`config.mk`:
```
export PLATFORM = sky130hd
export DESIGN_NAME = dpwm_capture_flat
export DESIGN_NICKNAME = d
export VERILOG_FILES = /design/src/rtl/dpwm_capture_if.sv /design/src/rtl/dpwm_capture.sv /design/src/flat_wrapper.sv
export SDC_FILE = /design/constraint.sdc
export NUM_CORES = 1
export LEC_CHECK = 0
export CAP_MARGIN = 0
export CELL_PAD_IN_SITES_DETAIL_PLACEMENT = 1
export CELL_PAD_IN_SITES_GLOBAL_PLACEMENT = 2
export CORE_MARGIN = 5
export CORE_UTILIZATION = 39
export DETAILED_ROUTE_END_ITERATION = 8
export GPL_TIMING_DRIVEN = 0
export PLACE_DENSITY_LB_ADDON = 0.1
export RECOVER_POWER = 25
export SLEW_MARGIN = 30
export SYNTH_ARGS = -nofsm -noshare
export SYNTH_HDL_FRONTEND = slang
export SYNTH_SLANG_ARGS = --single-unit
```
`constraint.sdc`:
```
create_clock -name hf_clock -period 9.4 [get_ports hf_clock]
set_input_delay 0.94 -clock hf_clock [delete_from_list [all_inputs] [get_ports hf_clock]]
set_output_delay 0.94 -clock hf_clock [all_outputs]
set_load 0.005 [all_outputs]
```
`src/rtl/dpwm_capture_if.sv`:
```
// Gate-pair inputs and measurement results of the DPWM capture block.
interface dpwm_capture_if #(
    parameter int unsigned RESOLUTION = 12
);
    logic                  c1;
    logic                  c2;
    logic [RESOLUTION-1:0] period;
    logic [RESOLUTION-1:0] duty_cycle;
    logic [RESOLUTION-1:0] deadtime1;
    logic [RESOLUTION-1:0] deadtime2;
    logic                  meas_valid;
    logic                  seq_error;
    logic                  overflow;
    logic                  shoot_through;

    modport master (
        output c1, c2,
        input  period, duty_cycle, deadtime1, deadtime2,
        input  meas_valid, seq_error, overflow, shoot_through
    );

    modport slave (
        input  c1, c2,
        output period, duty_cycle, deadtime1, deadtime2,
        output meas_valid, seq_error, overflow, shoot_through
    );
endinterface

```
`src/rtl/dpwm_capture.sv`:
```
// Recovers period, c1 on-time and both deadtimes of a complementary gate pair as
// hf_clock cycle counts between consecutive c1 rising edges.
module dpwm_capture #(
    parameter int unsigned RESOLUTION  = 12,
    parameter int unsigned SYNC_STAGES = 2
) (
    input logic           hf_clock,
    input logic           reset,
    dpwm_capture_if.slave gate
);
    localparam logic [RESOLUTION-1:0] CntOne     = {{(RESOLUTION-1){1'b0}}, 1'b1};
    localparam logic [RESOLUTION-1:0] CntMax     = {RESOLUTION{1'b1}};
    localparam logic [RESOLUTION-1:0] CntNearMax = CntMax - CntOne;
    localparam logic [0:0] StWaitEdge = 1'b0;
    localparam logic [0:0] StMeasure  = 1'b1;

    logic [SYNC_STAGES-1:0] c1_sync_q, c2_sync_q;
    logic                   s1_prev_q, s2_prev_q;
    logic [0:0]             state_q, state_d;
    logic [RESOLUTION-1:0]  cnt_q, cnt_d;
    logic [RESOLUTION-1:0]  t_c1f_q, t_c1f_d, t_c2r_q, t_c2r_d, t_c2f_q, t_c2f_d;
    logic                   seen_c1f_q, seen_c1f_d, seen_c2r_q, seen_c2r_d;
    logic                   seen_c2f_q, seen_c2f_d, dup_q, dup_d;
    logic                   st_period_q, st_period_d, shoot_q, shoot_d;
    logic [RESOLUTION-1:0]  period_q, period_d, duty_q, duty_d;
    logic [RESOLUTION-1:0]  dt1_q, dt1_d, dt2_q, dt2_d;
    logic                   meas_valid_q, meas_valid_d, seq_error_q, seq_error_d;
    logic                   overflow_q, overflow_d;

    logic s1, s2, rise1, fall1, rise2, fall2, both;
    logic dup_now, st_now, all_seen, ordered, seq_ok, ovf_hit, new_period;

    assign s1    = c1_sync_q[SYNC_STAGES-1];
    assign s2    = c2_sync_q[SYNC_STAGES-1];
    assign rise1 = s1 & ~s1_prev_q;
    assign fall1 = ~s1 & s1_prev_q;
    assign rise2 = s2 & ~s2_prev_q;
    assign fall2 = ~s2 & s2_prev_q;
    assign both  = s1 & s2;

    // Events landing in the c1-rise cycle still belong to the period being closed.
    assign t_c1f_d  = fall1 ? cnt_q : t_c1f_q;
    assign t_c2r_d  = rise2 ? cnt_q : t_c2r_q;
    assign t_c2f_d  = fall2 ? cnt_q : t_c2f_q;
    assign dup_now  = dup_q | (seen_c1f_q & fall1) | (seen_c2r_q & rise2) |
                      (seen_c2f_q & fall2);
    assign all_seen = (seen_c1f_q | fall1) & (seen_c2r_q | rise2) & (seen_c2f_q | fall2);
    assign ordered  = (t_c1f_d <= t_c2r_d) && (t_c2r_d <= t_c2f_d);
    assign st_now   = st_period_q | both;
    assign seq_ok   = all_seen & ~dup_now & ordered & ~st_now;

    assign ovf_hit    = (state_q == StMeasure) & ~rise1 & (cnt_q == CntNearMax);
    assign new_period = rise1 | ovf_hit | (state_q == StWaitEdge);

    always_comb begin
        state_d      = state_q;
        cnt_d        = rise1 ? CntOne : ((cnt_q == CntMax) ? cnt_q : cnt_q + CntOne);
        seen_c1f_d   = seen_c1f_q | fall1;
        seen_c2r_d   = seen_c2r_q | rise2;
        seen_c2f_d   = seen_c2f_q | fall2;
        dup_d        = dup_now;
        st_period_d  = st_now;
        shoot_d      = shoot_q | both;
        period_d     = period_q;
        duty_d       = duty_q;
        dt1_d        = dt1_q;
        dt2_d        = dt2_q;
        meas_valid_d = 1'b0;
        seq_error_d  = 1'b0;
        overflow_d   = 1'b0;

        if (rise1) begin
            if (state_q == StMeasure) begin
                if (seq_ok) begin
                    period_d     = cnt_q;
                    duty_d       = t_c1f_d;
                    dt2_d        = t_c2r_d - t_c1f_d;
                    dt1_d        = cnt_q - t_c2f_d;
                    meas_valid_d = 1'b1;
                end else begin
                    seq_error_d = 1'b1;
                end
            end
            state_d = StMeasure;
        end else if (ovf_hit) begin
            overflow_d = 1'b1;
            state_d    = StWaitEdge;
        end

        if (new_period) begin
            seen_c1f_d  = 1'b0;
            seen_c2r_d  = 1'b0;
            seen_c2f_d  = 1'b0;
            dup_d       = 1'b0;
            st_period_d = rise1 & both;
        end
    end

    always_ff @(posedge hf_clock) begin
        if (reset) begin
            c1_sync_q    <= '0;
            c2_sync_q    <= '0;
            s1_prev_q    <= 1'b0;
            s2_prev_q    <= 1'b0;
            state_q      <= StWaitEdge;
            cnt_q        <= '0;
            t_c1f_q      <= '0;
            t_c2r_q      <= '0;
            t_c2f_q      <= '0;
            seen_c1f_q   <= 1'b0;
            seen_c2r_q   <= 1'b0;
            seen_c2f_q   <= 1'b0;
            dup_q        <= 1'b0;
            st_period_q  <= 1'b0;
            shoot_q      <= 1'b0;
            period_q     <= '0;
            duty_q       <= '0;
            dt1_q        <= '0;
            dt2_q        <= '0;
            meas_valid_q <= 1'b0;
            seq_error_q  <= 1'b0;
            overflow_q   <= 1'b0;
        end else begin
            c1_sync_q    <= {c1_sync_q[SYNC_STAGES-2:0], gate.c1};
            c2_sync_q    <= {c2_sync_q[SYNC_STAGES-2:0], gate.c2};
            s1_prev_q    <= s1;
            s2_prev_q    <= s2;
            state_q      <= state_d;
            cnt_q        <= cnt_d;
            t_c1f_q      <= t_c1f_d;
            t_c2r_q      <= t_c2r_d;
            t_c2f_q      <= t_c2f_d;
            seen_c1f_q   <= seen_c1f_d;
            seen_c2r_q   <= seen_c2r_d;
            seen_c2f_q   <= seen_c2f_d;
            dup_q        <= dup_d;
            st_period_q  <= st_period_d;
            shoot_q      <= shoot_d;
            period_q     <= period_d;
            duty_q       <= duty_d;
            dt1_q        <= dt1_d;
            dt2_q        <= dt2_d;
            meas_valid_q <= meas_valid_d;
            seq_error_q  <= seq_error_d;
            overflow_q   <= overflow_d;
        end
    end

    assign gate.period        = period_q;
    assign gate.duty_cycle    = duty_q;
    assign gate.deadtime1     = dt1_q;
    assign gate.deadtime2     = dt2_q;
    assign gate.meas_valid    = meas_valid_q;
    assign gate.seq_error     = seq_error_q;
    assign gate.overflow      = overflow_q;
    assign gate.shoot_through = shoot_q;
endmodule

```
`src/flat_wrapper.sv`:
```
// flat-port wrapper written by rule: the top's interface ports become plain ports
module dpwm_capture_flat 
#(
    parameter int unsigned RESOLUTION  = 12,
    parameter int unsigned SYNC_STAGES = 2
)
  (hf_clock, reset, gate_c1, gate_c2, gate_period, gate_duty_cycle, gate_deadtime1, gate_deadtime2, gate_meas_valid, gate_seq_error, gate_overflow, gate_shoot_through);
  dpwm_capture_if #(.RESOLUTION(RESOLUTION)) gate_i ();
  input logic hf_clock;
  input logic reset;
  input wire logic [$bits(gate_i.c1)-1:0] gate_c1;
  input wire logic [$bits(gate_i.c2)-1:0] gate_c2;
  output wire logic [$bits(gate_i.period)-1:0] gate_period;
  output wire logic [$bits(gate_i.duty_cycle)-1:0] gate_duty_cycle;
  output wire logic [$bits(gate_i.deadtime1)-1:0] gate_deadtime1;
  output wire logic [$bits(gate_i.deadtime2)-1:0] gate_deadtime2;
  output wire logic [$bits(gate_i.meas_valid)-1:0] gate_meas_valid;
  output wire logic [$bits(gate_i.seq_error)-1:0] gate_seq_error;
  output wire logic [$bits(gate_i.overflow)-1:0] gate_overflow;
  output wire logic [$bits(gate_i.shoot_through)-1:0] gate_shoot_through;
  assign gate_i.c1 = gate_c1;
  assign gate_i.c2 = gate_c2;
  assign gate_period = gate_i.period;
  assign gate_duty_cycle = gate_i.duty_cycle;
  assign gate_deadtime1 = gate_i.deadtime1;
  assign gate_deadtime2 = gate_i.deadtime2;
  assign gate_meas_valid = gate_i.meas_valid;
  assign gate_seq_error = gate_i.seq_error;
  assign gate_overflow = gate_i.overflow;
  assign gate_shoot_through = gate_i.shoot_through;
  dpwm_capture #(.RESOLUTION(RESOLUTION), .SYNC_STAGES(SYNC_STAGES)) u_core (.hf_clock(hf_clock), .reset(reset), .gate(gate_i));
endmodule
```
==> reports/qor.txt, run 1 <==
Met3 Wirelength -> 510 um
P_int -> 701 uW
Sequential Power Share -> 0.509
layout cell share with drive strength beyond 1 -> 0.0949
mux cell area share after synthesis -> 0.0844
pwr dens -> 132 nW/um^2
CP peak stage delay -> 0.64 ns
Lkg Pwr -> 2.95 nW
worst slew pin tran -> 0.906 ns
IO Count -> 56
Slew Limit Fails -> 0
sequential element share of the synthesized area -> 0.369
hold_buf cts -> 0
maximum vdd drop -> 0.0000796 V
Seq cells post-synth -> 112
Inserted Diodes -> 0
Initial Util -> 0.398
H-tree lvl count -> 3
critical path class -> reg2reg
hold_ws -> 0.457 ns
Post-Route WL -> 18400 um
share of the synthesized area in the top cell type -> 0.369
most common cell after layout, fill and taps aside -> dfxtp_1
CTS Buf Count -> 9
final worst slack -> 4.11 ns
Synth Flop Type -> dfxtp_1
Via Count -> 5100
Placed Area -> 6890 um^2
commonest cells after routing, fill and taps aside -> dfxtp_1, nor2_1, nand2b_1
hold crit path type -> reg2reg
Multi-input gate area -> 3580 um^2
final setup fails -> 0
ys async rst share -> 0
Worst Skew -> 0.0100 ns
largest cells by area after synthesis -> dfxtp_1, ha_1, mux2i_1, nand2b_1, nor2_1
IO buf count -> 55
fillers -> 1793
total DRC errors in the routed layout -> 0
Post-synth EDFFs -> 0
Detailed Routing Iterations Pass 1 -> 5
adder-cell area share of the yosys netlist -> 0.0743
Area Overhead vs Synth -> 18.1%
first-pass GRT wire length -> 29500 um
WL met1 -> 8970 um
Setup TNS -> 0 ns
clock share of power -> 0.408
Cell Chain, Critical Path -> buf_2, buf_2, nand2b_1, clkbuf_1, buf_1, mux2i_1, ha_1, nor2b_1, o21a_1, a2111o_1, a311oi_1, o21ai_1, nor3_1, buf_2, buf_2, a22oi_2
drt wl/cell -> 19.2 um
syn avg cell area -> 8.97 um^2
number of global-route vias before repair -> 5370
DIE WIDTH -> 135 um
Worst R2R Path Depth -> 16
Design Area, Final -> 7180 um^2
run status -> completed
routed wl met2 -> 8750 um
clk sinks -> 112
Place WS -> 4.10 ns
worst-path maximum fanout -> 10
Net Sw Frac -> 0.259
synthesized area -> 6080 um^2
Starting DRT DRC Count -> 279
Gate Count Post-Synth -> 677
post-synthesis compound-gate area fraction -> 0.159
Die Height -> 135 um
most area-hungry cell type in the Yosys netlist -> dfxtp_1
last weighted congestion value of the routability-driven placer -> 0.858
most frequent CP cell -> buf_2
Placement Rows -> 45
crit end category -> flop
CP startpoint kind -> flop
Final period util -> 0.563
Post-Synth Simple-Gate Area -> 0.234
crit path DAT -> 5.53 ns
Core ar. -> 15300 um^2
total gr overflow -> 0
clock tree buffer depth -> 2
RSZ-0062 raised after global routing -> false
synth unique cells -> 65
GRT Total Usage -> 0.208
min cycle time layout -> 5.29 ns
sequential standard cell area -> 2240 um^2
largest family of logic cells by synthesized area -> simple AND/OR/NAND/NOR gates
Synth Warn # -> 0
Synth Area in XOR/XNOR -> 0.0375
top sig layer -> met4
slowest stage cell, crit path -> buf_1
DP HPWL -> 14200 um
nets -> 781
largest net degree at the start of global routing -> 20
Sw Pwr -> 245 uW
Syn Nets -> 715
CTS tree -> built
Relative slew margins -> 0.380
Clock transition at path regs -> 0.08 ns
initial antenna violation count -> 0
CTS root buf -> clkbuf_16
Die ar. -> 18200 um^2
Hold Crit Depth -> 1
Gate power share -> 0.084
hold violation count in the final report -> 0
max cap viols -> 0
Critical Path RT -> 9.63 ns
# Post-CTS Setup Buffers -> 0
PostCTS Resize Cnt -> 0
fmax -> 189 MHz
ANT nets after route -> 0
Via density -> 5.32
clk_lat worst skew -> 0.36 ns
==> synth_stat cells, types with 3 or more instances <==
master / n
buf_6: 3
nor4_1: 3
buf_4: 3
buf_2: 8
o31ai_1: 3
nand2_1: 49
a21o_1: 7
nand3_1: 14
o21a_1: 5
o211ai_1: 4
a21oi_1: 27
xnor2_1: 16
inv_1: 15
and3_1: 8
or3_1: 4
or3b_2: 3
mux2i_1: 34
clkbuf_1: 25
nor2b_1: 39
a22oi_2: 18
a211o_1: 3
nand2b_1: 54
nand3b_1: 6
xor2_1: 10
a22oi_1: 3
dfxtp_1: 112
nor2_1: 65
nand4_1: 5
nor3_1: 14
ha_1: 32
o21ai_0: 18
a211oi_1: 9
mux2_2: 14
==> cell type report <==
| cell class | instances | share of cell area |
|---|---|---|
| Multi-Input combinational cell | 508 | 0.498 |
| Buffer | 41 | 0.0265 |
| Inverter | 16 | 0.00837 |
| Timing Repair Buffer | 55 | 0.0767 |
| Tap cell | 211 | 0.0368 |
| Clock inverter | 5 | 0.00697 |
| Clock buffer | 11 | 0.0338 |
| Sequential cell | 112 | 0.312 |
==> power by group through the flow <==
stage	clock [mW]	sequential, mW	combinational, mW
global route	0.417	0.482	0.0867
CTS	0.395	0.482	0.0798
global placement	0	0.493	0.0771
floorplan	0	0.491	0.0563
finish	0.386	0.481	0.0792
detailed placement	0	0.493	0.0792
==> flip-flops by register name, summed over array words and instances, names as in the netlist, 2 cells and up <==
name,cells
u_core.gate.duty_cycle,12
u_core.t_c2r_q,12
u_core.t_c1f_q,12
u_core.cnt_q,12
u_core.gate.period,12
u_core.c2_sync_q,2
u_core.t_c2f_q,12
u_core.gate.deadtime1,12
u_core.gate.deadtime2,12
u_core.c1_sync_q,2
==> routing by layer <==
metal	GRT usage	up-vias
met2	0.348	84
li1	-	2504
met1	0.283	2501
met5	0	-
met4	0.0498	0
met3	0.0317	11
==> worst paths after layout <==
kind | startpoint | end | slack, ns
setup reg to reg | u_core.c2_sync_q[1]$_SDFF_PP0_ | u_core.gate.duty_cycle[11]$_SDFFE_PP0P_ | 4.11
setup / recovery | u_core.c2_sync_q[1]$_SDFF_PP0_ | u_core.gate.duty_cycle[11]$_SDFFE_PP0P_ | 4.11
hold / removal | u_core.c1_sync_q[0]$_SDFF_PP0_ | u_core.c1_sync_q[1]$_SDFF_PP0_ | 0.46
hold reg to reg | u_core.c1_sync_q[0]$_SDFF_PP0_ | u_core.c1_sync_q[1]$_SDFF_PP0_ | 0.46
==> cells by family after synthesis <==
group | after synthesis
DFF | 112
adders and majority gates | 35
AOI/OAI and AO/OA | 126
xor gates and xnor gates | 26
buffers and inverters | 57
muxes | 49
and+or+nand+nor | 272
==> stage by stage <==
stage,instances,total power [mW],utilization
after floorplan,677,0.547,-
after global placement,943,0.570,0.452
after detailed placement,943,0.572,0.452
after CTS,959,0.956,0.471
after global routing,959,0.986,0.470
final,959,0.946,0.470
==> worst max-delay path, delay by kind of cell (launching register included) <==
| family | cells | cell delay (ns) |
|---|---|---|
| DFF | 1 | 0.31 |
| and+or+nand+nor | 3 | 0.53 |
| buffers and inverters | 6 | 2.26 |
| AOI/OAI and AO/OA | 5 | 1.13 |
| adders and majority gates | 1 | 0.35 |
| muxes | 1 | 0.60 |
(Power assumes the default switching activity.)
==> run 2, diff against run 1 <==
Settings changed: CORE_UTILIZATION 39 to 32.
Clock period 9.4 ns to 4.25 ns, I/O delays scaled along.
==> reports/qor.txt, run 2 (same netlist as run 1, synthesis figures left out) <==
fmax -> 249 MHz (was 189 MHz)
min cycle time layout -> 4.02 ns (was 5.29 ns)
Worst R2R Path Depth -> 15 (was 16)
nets -> 783 (was 781)
total gr overflow -> 0 (unchanged)
clock tree buffer depth -> 2 (unchanged)
hold crit path type -> reg2reg (unchanged)
DP HPWL -> 15000 um (was 14200 um)
Die ar. -> 21800 um^2 (was 18200 um^2)
worst setup path end -> u_core.gate.deadtime1[6]$_SDFFE_PP0P_ (was u_core.gate.duty_cycle[11]$_SDFFE_PP0P_)
Initial Util -> 0.325 (was 0.398)
Detailed Routing Iterations Pass 1 -> 4 (was 5)
Relative slew margins -> 0.545 (was 0.380)
worst-path maximum fanout -> 10 (unchanged)
CTS root buf -> clkbuf_16 (unchanged)
crit path DAT -> 4.31 ns (was 5.53 ns)
worst slew pin tran -> 0.680 ns (was 0.906 ns)
commonest cells after routing, fill and taps aside -> dfxtp_1, nor2_1, nand2b_1 (unchanged)
Die Height -> 148 um (was 135 um)
CTS Buf Count -> 9 (unchanged)
most common cell after layout, fill and taps aside -> dfxtp_1 (unchanged)
Worst Skew -> 0.00786 ns (was 0.0100 ns)
Crit. Startpoint -> u_core.c2_sync_q[1]$_SDFF_PP0_ (unchanged)
power consumption -> 2.13 mW (was 946 uW)
clk sinks -> 112 (unchanged)
Starting DRT DRC Count -> 204 (was 279)
layout cell share with drive strength beyond 1 -> 0.117 (was 0.0949)
Via density -> 5.16 (was 5.32)
critical path class -> reg2reg (unchanged)
initial antenna violation count -> 0 (unchanged)
IO Count -> 56 (unchanged)
Core ar. -> 18700 um^2 (was 15300 um^2)
total DRC errors in the routed layout -> 0 (unchanged)
hold violation count in the final report -> 0 (unchanged)
Design Area, Final -> 7360 um^2 (was 7180 um^2)
max cap viols -> 0 (unchanged)
CTS tree -> built (unchanged)
maximum vdd drop -> 0.000205 V (was 0.0000796 V)
number of global-route vias before repair -> 5502 (was 5370)
final setup fails -> 0 (unchanged)
Critical Path RT -> 4.54 ns (was 9.63 ns)
Final period util -> 0.946 (was 0.563)
Placement Rows -> 50 (was 45)
Placed Cells -> 966 (was 943)
Area Overhead vs Synth -> 21.1% (was 18.1%)
Setup TNS -> 0 ns (unchanged)
GRT Total Usage -> 0.184 (was 0.208)
largest net degree at the start of global routing -> 22 (was 20)
FF-to-FF setup slack -> 0.23 ns (was 4.11 ns)
CP startpoint kind -> flop (unchanged)
Worst R2R Start -> u_core.c2_sync_q[1]$_SDFF_PP0_ (unchanged)
last weighted congestion value of the routability-driven placer -> 0.843 (was 0.858)
hold_buf cts -> 0 (unchanged)
ANT nets after route -> 0 (unchanged)
Placed Area -> 6920 um^2 (was 6890 um^2)
drt wl/cell -> 19.7 um (was 19.2 um)
first-pass GRT wire length -> 31200 um (was 29500 um)
DIE WIDTH -> 148 um (was 135 um)
Lkg Pwr -> 2.97 nW (was 2.95 nW)
worst reg2reg path endpoint -> u_core.gate.deadtime1[6]$_SDFFE_PP0P_ (was u_core.gate.duty_cycle[11]$_SDFFE_PP0P_)
Slew Limit Fails -> 0 (unchanged)
run status -> completed (unchanged)
RSZ-0062 raised after global routing -> false (unchanged)
clk_lat worst skew -> 0.36 ns (about the same)
Clock transition at path regs -> 0.08 ns (about the same)
crit end category -> flop (unchanged)
Inserted Diodes -> 0 (unchanged)
pwr dens -> 289 nW/um^2 (was 132 nW/um^2)
IO buf count -> 55 (unchanged)
Post-Route WL -> 19400 um (was 18400 um)
H-tree lvl count -> 3 (unchanged)
Via Count -> 5075 (was 5100)
Layout Cells excl Fill -> 984 (was 959)
==> run 2: cell types whose count changed in the layout (fill, tap and decap cells not counted), sizes merged <==
cell and delta:
buf +6, clkbuf -6, clkinv +2, clkdlybuf4s50 +1, dlygate4sd3 -1
==> run 2: worst min path at each step <==
stage                              startpoint                        endpoint  slack, ns  cells past startpoint
2_1_floorplan  u_core.c1_sync_q[0]$_SDFF_PP0_  u_core.c1_sync_q[1]$_SDFF_PP0_       0.41                      1
3_3_place_gp   u_core.c2_sync_q[0]$_SDFF_PP0_  u_core.c2_sync_q[1]$_SDFF_PP0_       0.42                      1
3_5_place_dp   u_core.c2_sync_q[0]$_SDFF_PP0_  u_core.c2_sync_q[1]$_SDFF_PP0_       0.43                      1
4_1_cts        u_core.c2_sync_q[0]$_SDFF_PP0_  u_core.c2_sync_q[1]$_SDFF_PP0_       0.45                      1
5_1_grt        u_core.c2_sync_q[0]$_SDFF_PP0_  u_core.c2_sync_q[1]$_SDFF_PP0_       0.47                      1
6_report       u_core.c2_sync_q[0]$_SDFF_PP0_  u_core.c2_sync_q[1]$_SDFF_PP0_       0.44                      1
==> run 2: cell type report <==
class | count | area, um^2
buffer | 39 | 219
multi-input combinational | 508 | 3650
inverter | 16 | 60.1
clock buffer | 9 | 225
fill | 2166 | 11300
clock inverter | 7 | 77.6
sequential | 112 | 2240
timing repair buffer | 59 | 593
tap | 234 | 293
==> run 2: per-layer routing <==
layer	share of wire	up-vias	wire (um)	track usage
met5	0	-	0	0
met4	0.013	0	248	0.0480
met3	0.041	15	797	0.0374
met2	0.47	87	9160	0.308
met1	0.47	2472	9150	0.243
li1	-	2501	-	-
==> run 2: critical path, cell delays in order, from the launching register on <==
cell      delay [ns]
dfxtp_1         0.31
buf_2           0.20
buf_4           0.21
nand2b_1        0.15
buf_6           0.18
buf_8           0.19
mux2i_4         0.32
ha_1            0.29
nor2b_1         0.13
o21a_1          0.18
a2111o_1        0.37
a311oi_2        0.31
o21ai_2         0.14
or4_4           0.61
buf_6           0.19
a22oi_2         0.16
==> run 2: where the power goes <==
| group | leakage, nW | switching (mW) | internal (mW) |
|---|---|---|---|
| combinational | 1.93 | 0.107 | 0.0762 |
| sequential | 0.904 | 0.0112 | 1.05 |
| clock | 0.144 | 0.460 | 0.418 |
==> run 2: timing repair <==
action                                  in CTS  in global routing
endpoints found under the setup margin      50                 48
buffers inserted                             3                  1
pin swaps                                    1                  5
gates resized for setup                     14                 15
gates cloned                                 0                  0
==> run 2: through the flow <==
stage,setup slack [ns],utilization,hold slack [ns]
2_1_floorplan,0.161,-,0.414
3_3_place_gp,-0.995,0.370,0.415
3_5_place_dp,-1.07,0.370,0.426
4_1_cts,0.000445,0.391,0.447
5_1_grt,0.0242,0.393,0.467
6_report,0.229,0.393,0.441
==> run 3, diff against run 2 <==
Settings changed: CELL_PAD_IN_SITES_GLOBAL_PLACEMENT 2 to 1, CORE_MARGIN 5 to 10, CORE_UTILIZATION 32 to 40, PLACE_DENSITY from default to 0.75, PLACE_DENSITY_LB_ADDON 0.1 to default.
==> reports/qor.txt, run 3 (same netlist as run 1, synthesis figures left out) <==
run status -> completed (unchanged)
Lkg Pwr -> 2.98 nW (was 2.97 nW)
Inserted Diodes -> 0 (unchanged)
CTS root buf -> clkbuf_16 (unchanged)
pwr dens -> 297 nW/um^2 (was 289 nW/um^2)
Via Count -> 5157 (was 5075)
Worst Skew -> 0.00691 ns (was 0.00786 ns)
IO buf count -> 55 (unchanged)
drt wl/cell -> 19.9 um (was 19.7 um)
worst-path maximum fanout -> 10 (unchanged)
total DRC errors in the routed layout -> 0 (unchanged)
Via density -> 5.52 (was 5.16)
H-tree lvl count -> 3 (unchanged)
Gate power share -> 0.083 (was 0.086)
first-pass GRT wire length -> 29800 um (was 31200 um)
FF-to-FF setup slack -> 0.24 ns (was 0.23 ns)
last weighted congestion value of the routability-driven placer -> 0.928 (was 0.843)
initial antenna violation count -> 0 (unchanged)
DP HPWL -> 14100 um (was 15000 um)
nets -> 783 (unchanged)
critical path class -> reg2reg (unchanged)
hold crit path type -> reg2reg (unchanged)
RSZ-0062 raised after global routing -> false (unchanged)
Detailed Routing Iterations Pass 1 -> 4 (unchanged)
P_int -> 1.60 mW (was 1.55 mW)
Design Area, Final -> 7280 um^2 (was 7360 um^2)
Sw Pwr -> 563 uW (was 578 uW)
Area Overhead vs Synth -> 19.8% (was 21.1%)
Core ar. -> 14700 um^2 (was 18700 um^2)
final setup fails -> 0 (unchanged)
GRT Total Usage -> 0.186 (was 0.184)
ANT nets after route -> 0 (unchanged)
hold_buf cts -> 0 (unchanged)
Placement Rows -> 44 (was 50)
Relative slew margins -> 0.523 (was 0.545)
Final period util -> 0.944 (was 0.946)
Placed Area -> 6860 um^2 (was 6920 um^2)
clk sinks -> 112 (unchanged)
most common cell after layout, fill and taps aside -> dfxtp_1 (unchanged)
Critical Path RT -> 4.54 ns (about the same)
Post-Route WL -> 18500 um (was 19400 um)
IO Count -> 56 (unchanged)
total gr overflow -> 0 (unchanged)
largest net degree at the start of global routing -> 21 (was 22)
hold violation count in the final report -> 0 (unchanged)
Starting DRT DRC Count -> 339 (was 204)
maximum vdd drop -> 0.000287 V (was 0.000205 V)
CTS tree -> built (unchanged)
Initial Util -> 0.413 (was 0.325)
clock share of power -> 0.424 (was 0.413)
hold_ws -> 0.447 ns (was 0.441 ns)
fmax -> 249 MHz (about the same)
clock tree buffer depth -> 2 (unchanged)
clk_lat worst skew -> 0.37 ns (was 0.36 ns)
power consumption -> 2.16 mW (was 2.13 mW)
Clock transition at path regs -> 0.08 ns (about the same)
Die Height -> 143 um (was 148 um)
Die ar. -> 20500 um^2 (was 21800 um^2)
crit end category -> flop (unchanged)
min cycle time layout -> 4.01 ns (was 4.02 ns)
CTS Buf Count -> 9 (unchanged)
commonest cells after routing, fill and taps aside -> dfxtp_1, nor2_1, nand2b_1 (unchanged)
number of global-route vias before repair -> 5419 (was 5502)
Slew Limit Fails -> 0 (unchanged)
Net Sw Frac -> 0.260 (was 0.272)
DIE WIDTH -> 143 um (was 148 um)
CP startpoint kind -> flop (unchanged)
max cap viols -> 0 (unchanged)
crit path DAT -> 4.31 ns (about the same)
layout cell share with drive strength beyond 1 -> 0.112 (was 0.117)
worst slew pin tran -> 0.714 ns (was 0.680 ns)
Sequential Power Share -> 0.492 (was 0.501)
## run 3: stage by stage
| stage | TNS (ns) | worst slack, ns | instances | util |
|---|---|---|---|---|
| 6_report | 0 | 0.237 | 934 | 0.495 |
| 5_1_grt | 0 | 0.0240 | 934 | 0.495 |
| 4_1_cts | 0 | 0.0295 | 935 | 0.494 |
| 3_5_place_dp | -45.41 | -1.01 | 916 | 0.466 |
| 3_3_place_gp | -36.83 | -0.833 | 916 | 0.466 |
| 2_1_floorplan | 0 | 0.161 | 677 | - |
## run 3: power groups by stage
| stage | Sequential (mW) | Combinational, mW | Clock, mW |
|---|---|---|---|
| 3_5_place_dp | 1.09 | 0.172 | 0 |
| 4_1_cts | 1.06 | 0.177 | 0.931 |
| 6_report | 1.07 | 0.180 | 0.918 |
| 3_3_place_gp | 1.09 | 0.166 | 0 |
| 2_1_floorplan | 1.09 | 0.125 | 0 |
| 5_1_grt | 1.07 | 0.197 | 0.976 |
## run 3: layer usage
metal / up-vias / track usage / routed length, um
met2: 94 / 0.308 / 8940
li1: 2502 / - / -
met5: - / 0 / 0
met4: 0 / 0.0661 / 287
met1: 2540 / 0.234 / 8530
met3: 21 / 0.0368 / 792
## run 3: path summary, 6_finish.rpt
path	startpoint	end	cells past startpoint
worst max-delay path	u_core.c2_sync_q[1]$_SDFF_PP0_	u_core.gate.deadtime1[9]$_SDFFE_PP0P_	15
worst min-delay path	u_core.c2_sync_q[0]$_SDFF_PP0_	u_core.c2_sync_q[1]$_SDFF_PP0_	1
worst max register to register	u_core.c2_sync_q[1]$_SDFF_PP0_	u_core.gate.deadtime1[9]$_SDFFE_PP0P_	15
worst min register to register	u_core.c2_sync_q[0]$_SDFF_PP0_	u_core.c2_sync_q[1]$_SDFF_PP0_	1
## run 3: timing repair
item                       in CTS  in global routing
gates cloned                    0                  0
setup endpoints to repair      50                 49
pin swaps                       0                  1
gates resized for setup        14                 10
buffers inserted                3                  1
## run 3: cell type report
type	instances	area, um^2
fill	1704	7420
multi-input combinational	508	3620
sequential	112	2240
timing repair buffer	59	593
tap	184	230
clock buffer	9	225
buffer	39	221
clock inverter	7	90.1
inverter	16	60.1
## run 3: worst max-delay path, cell delays in order (launching register included)
cell and delay [ns]:
dfxtp_1 0.31, clkbuf_4 0.19, buf_4 0.19, nand2b_1 0.18, buf_6 0.19, buf_8 0.19, mux2i_4 0.28, ha_1 0.28
nor2b_1 0.14, o21a_1 0.19, a2111o_1 0.36, a311oi_2 0.32, o21ai_2 0.14, or4_4 0.61, buf_6 0.19, a22oi_2 0.16
